## src/rtl/run_ctrl_pkg.sv

```systemverilog
// Shared types and constants for the run controller.
package run_ctrl_pkg;

    typedef enum logic [2:0] {
        IDLE,
        INIT,
        RUN,
        DRAIN,
        DONE
    } run_state_t;

    localparam int unsigned CT_W_DEFAULT = 16;
    localparam int unsigned NUM_BASES    = 3;

    // Start addresses of the selectable programs
    localparam int unsigned PROG_BASE [NUM_BASES] = '{0, 128, 256};

    // Start address for a program index; indices outside the valid range map to 0
    function automatic int unsigned prog_base_of(input logic [1:0] sel,
                                                 input int unsigned num_progs);
        int unsigned base;
        case (sel)
            2'd0:    base = PROG_BASE[0];
            2'd1:    base = PROG_BASE[1];
            2'd2:    base = PROG_BASE[2];
            default: base = 0;
        endcase
        if (32'(sel) >= num_progs) begin
            base = 0;
        end
        return base;
    endfunction

endpackage

```

## src/rtl/sat_counter.sv

```systemverilog
// Saturating up-counter with synchronous clear.
module sat_counter #(
    parameter int unsigned W = 16
) (
    input  logic         clk,
    input  logic         clr,
    input  logic         inc,
    output logic [W-1:0] q
);

    // Count up on inc, stick at all-ones, clear has priority
    always_ff @(posedge clk) begin
        if (clr) begin
            q <= '0;
        end else if (inc && (q != '1)) begin
            q <= q + W'(1);
        end
    end

endmodule

```

## src/rtl/run_ctrl.sv

```systemverilog
// Run controller: selects the start PC, holds PC load for the init window,
// enables the core, drains memory writes after halt and flags completion.
module run_ctrl
    import run_ctrl_pkg::*;
#(
    parameter int unsigned PC_W        = 10,
    parameter int unsigned CT_W        = CT_W_DEFAULT,
    parameter int unsigned NUM_PROGS   = 3,
    parameter int unsigned INIT_CYCLES = 2,
    parameter int unsigned TIMEOUT     = 60000
) (
    input  logic            clk,
    input  logic            reset,
    input  logic [1:0]      prog_sel,
    input  logic            halt,
    input  logic            mem_busy,
    output logic [PC_W-1:0] start_pc,
    output logic            pc_load,
    output logic            core_en,
    output logic            done,
    output logic            timeout,
    output logic [CT_W-1:0] cycle_ct
);

    localparam int unsigned IW = (INIT_CYCLES > 1) ? $clog2(INIT_CYCLES) : 1;

    run_state_t    state;
    run_state_t    state_next;
    logic [IW-1:0] init_ct;
    logic          init_load;
    logic          init_dec;
    logic          latch_pc;
    logic          set_timeout;
    logic          ct_inc;

    // State register
    always_ff @(posedge clk) begin
        if (reset) begin
            state <= IDLE;
        end else begin
            state <= state_next;
        end
    end

    // Next-state decode and per-cycle strobes for the datapath
    always_comb begin
        state_next  = state;
        init_load   = 1'b0;
        init_dec    = 1'b0;
        latch_pc    = 1'b0;
        set_timeout = 1'b0;
        ct_inc      = 1'b0;
        case (state)
            IDLE: begin
                state_next = INIT;
                init_load  = 1'b1;
                latch_pc   = 1'b1;
            end
            INIT: begin
                if (init_ct == '0) begin
                    state_next = RUN;
                end else begin
                    init_dec = 1'b1;
                end
            end
            RUN: begin
                ct_inc = 1'b1;
                // Halt outranks a timeout landing on the same cycle
                if (halt) begin
                    state_next = DRAIN;
                end else if (cycle_ct == CT_W'(TIMEOUT - 1)) begin
                    state_next  = DONE;
                    set_timeout = 1'b1;
                end
            end
            DRAIN: begin
                if (!mem_busy) begin
                    state_next = DONE;
                end
            end
            DONE: begin
                state_next = DONE;
            end
            default: begin
                state_next = IDLE;
            end
        endcase
    end

    // Registered outputs, decoded from the next state so they align with it
    always_ff @(posedge clk) begin
        if (reset) begin
            start_pc <= '0;
            pc_load  <= 1'b0;
            core_en  <= 1'b0;
            done     <= 1'b0;
            timeout  <= 1'b0;
            init_ct  <= '0;
        end else begin
            pc_load <= (state_next == INIT);
            core_en <= (state_next == RUN);
            done    <= (state_next == DONE);
            if (set_timeout) begin
                timeout <= 1'b1;
            end
            if (latch_pc) begin
                start_pc <= PC_W'(prog_base_of(prog_sel, NUM_PROGS));
            end
            if (init_load) begin
                init_ct <= IW'(INIT_CYCLES - 1);
            end else if (init_dec) begin
                init_ct <= init_ct - IW'(1);
            end
        end
    end

    sat_counter #(
        .W(CT_W)
    ) u_cycle_ct (
        .clk (clk),
        .clr (reset),
        .inc (ct_inc),
        .q   (cycle_ct)
    );

endmodule

```

## config.mk

```make
export PLATFORM = sky130hd
export DESIGN_NAME = run_ctrl
export DESIGN_NICKNAME = d
export VERILOG_FILES = /design/src/rtl/run_ctrl_pkg.sv /design/src/rtl/sat_counter.sv /design/src/rtl/run_ctrl.sv
export SDC_FILE = /design/constraint.sdc
export NUM_CORES = 1
export LEC_CHECK = 0
export ABC_AREA = 1
export CAP_MARGIN = 20
export CORE_ASPECT_RATIO = 0.75
export CORE_MARGIN = 2
export CORE_UTILIZATION = 53
export CTS_CLUSTER_SIZE = 25
export DETAILED_ROUTE_END_ITERATION = 16
export PLACE_DENSITY = 0.88
export SLEW_MARGIN = 20
export SYNTH_ARGS = -nofsm -noshare
export SYNTH_HDL_FRONTEND = slang
export SYNTH_HIERARCHICAL = 1
export SYNTH_SLANG_ARGS = --single-unit
```

## constraint.sdc

```tcl
create_clock -name clk -period 2.55 [get_ports clk]
set_input_delay 0.51 -clock clk [delete_from_list [all_inputs] [get_ports clk]]
set_output_delay 0.51 -clock clk [all_outputs]
set_load 0.1 [all_outputs]
```

==> impl_metrics.yaml <==
placed_design:
  portBuffers: 27
  place_area_um2: 1770
  dp_hpwl_mm: 2.53
  gp_congestion: 0.859
hold_path:
  hold_depth: 2
  whs_endpoint: "timeout"
  hp-class: "register to register"
  hold_start: "timeout"
grt:
  grt_pass1_wl_mm: 5.71
  grt_pass1_vias: 1332
  overflow: 0
  antenna_found_initial: 0
  grtUsageTotal_pct: 22.0
  grt_max_degree: 17
layout:
  fin_nets: 287
  final_common_cell: "nand2_1"
  finalInstanceArea_um2: 1810
  final_cell_mix: "nand2_1 (69), nor2_1 (53), inv_1 (31), dfxtp_1 (26), buf_4 (22)"
  utilization_pct: 66.9
  drive_gt1_share_pct: 16.5
  fillers: 263
  area_growth_pct: 16.2
  diodes: 0
route:
  wl_per_cell_um: 10.6
  ant_nets: 0
  routed_wl_mm: 3.33
  drc_errors: 0
  drt_iter0_markers: 76
  dr.pass1.iters: 4
  vias_per_cell: 4.93
  vias: 1549
synthesis:
  avgSynthCellArea_um2: 6.17
  yosys_warnings: 6
  synthDistinctLibCells: 25
  synth-seq-cells: 26
  seq_area_frac_synth_pct: 33.5
  synthesis.area_um2: 1560
  synthesis.instances: 252
setup_path:
  r2r_cells: 6
  end_kind: "register"
  reg2reg_from: "u_cycle_ct/q[0]"
  worstSetupStartpointType: "register"
  crit_chain: "ha_1, inv_1, nor2_2, nand4_1, a21oi_1, nor2_1"
  arrival_ns: 1.86
  reg2reg_to: "u_cycle_ct/q[15]"
  cp_num_buf_inv: 1
  slowest_stage: "dfxtp_1"
  critPathKind: "register to register"
  critPathRequiredTime_ns: 2.73
  reg2reg_slack_ns: 0.87
  critPathMaxStageDelay_ns: 0.46
  cp_max_fo: 7
  cpLargestDelayFamily: "simple AND/OR/NAND/NOR gates"
timing:
  hold_viol: 0
  slew_viol_final: 0
  finClkSkew_ns: 0.00658
  tns_ns: 0
  max_freq_ghz: 0.594
  rsz0062_at_grt: "false"
  period_share_pct: 66.0
  setup_violations: 0
  min_period_ns: 1.68
die:
  pin_count: 36
  die_height_um: 50.9
  die_area_um2: 3390
  die_x_um: 66.6
  rows: 16
  core_area_um2: 2700
  initial_core_util_pct: 57.5
clocking:
  clk_path_buf_depth: 2
  cts_sinks: 26
  ctsHoldBuffers: 0
  root_buffer: "clkbuf_8"
  post_cts_buffers: 0
  htreeDepth: 1
  clk_latency_ns: 0.28
  path_clk_slew_ns: 0.09
  cts_buffers: 3
  cts_tree: "yes"
  cts_resized: 0
power_and_ir_drop:
  powerDensity_nw_per_um2: 756
  vdd_ir_drop_max_mv: 0.568
  p_leak_nw: 0.853
outcome:
  status: "finished clean"
flow_run:
  drv_cap: 0
## per-layer routing
layer,GRT usage [%],wire length [um]
met2,33.2,1440
met5,0,0
met4,5.44,25
met1,30.9,1680
met3,6.39,187
## registers in the layout (all words and copies together), names as in the netlist
signal	cells
done	1
start_pc	2
core_en	1
pc_load	1
u_cycle_ct/q	16
timeout	1
state	3
init_ct	1
## report_power, final
part / internal, mW / switching [mW] / leakage (nW)
registers: 0.465 / 0.0599 / 0.211
clock network: 0.106 / 0.127 / 0.0216
logic: 0.138 / 0.469 / 0.621
## stage by stage
step / power, mW / instances / hold WS [ns] / setup WS, ns
after floorplan: 1.05 / 259 / 0.467 / 0.418
after detailed placement: 1.14 / 311 / 0.450 / 0.745
after global placement: 1.13 / 311 / 0.438 / 0.774
final: 1.37 / 314 / 0.459 / 0.866
after CTS: 1.37 / 314 / 0.463 / 0.894
after global routing: 1.45 / 314 / 0.475 / 0.716
## tightest hold or removal path, stage by stage, from the launching register on
cell	delay [ns]
dfxtp_1	0.31
inv_1	0.05
a21oi_1	0.05
## kinds of logic (layout without fill, tap and decap cells)
group | after synthesis | in the layout | share of synthesized area [%]
simple gates | 164 | 164 | 46.7
buf+inv | 44 | 63 | 12.9
flops | 26 | 26 | 33.5
compound gates | 16 | 16 | 5.87
fa+ha+maj | 1 | 1 | 0.804
other cells | 1 | 8 | 0.241
## cells in the mapped netlist, drive strengths merged
cell	n	area (um^2)
nand2	72	278
nor2	67	310
inv	33	124
dfxtp	26	521
nand3	16	80.1
a21oi	11	58.8
buf	10	68.8
nand4	6	37.5
a31oi	2	12.5
nor3	2	15.0
o21ai	2	10.0
clkbuf	1	7.51
conb	1	3.75
ha	1	12.5
o211a	1	10.0
or2	1	6.26
## layout make-up
cell class | count | area, um^2 | area share, %
multi-input combinational | 189 | 861 | 47.6
sequential | 26 | 520 | 28.8
timing repair buffer | 27 | 215 | 11.9
inverter | 33 | 124 | 6.86
tap | 36 | 45.0 | 2.49
clock buffer | 3 | 41.3 | 2.29
## worst max path at each step
stage                                from          endpoint  slack [ns]  cells after the start
after floorplan           u_cycle_ct/q[0]   u_cycle_ct/q[0]        0.42                      8
after global placement              reset  u_cycle_ct/q[12]        0.77                      4
after detailed placement            reset  u_cycle_ct/q[12]        0.74                      4
after CTS                        state[1]  u_cycle_ct/q[13]        0.89                      8
after global routing             state[1]  u_cycle_ct/q[13]        0.72                      8
final                     u_cycle_ct/q[0]  u_cycle_ct/q[15]        0.87                      6
No activity file was read; power rests on OpenSTA's default activity.
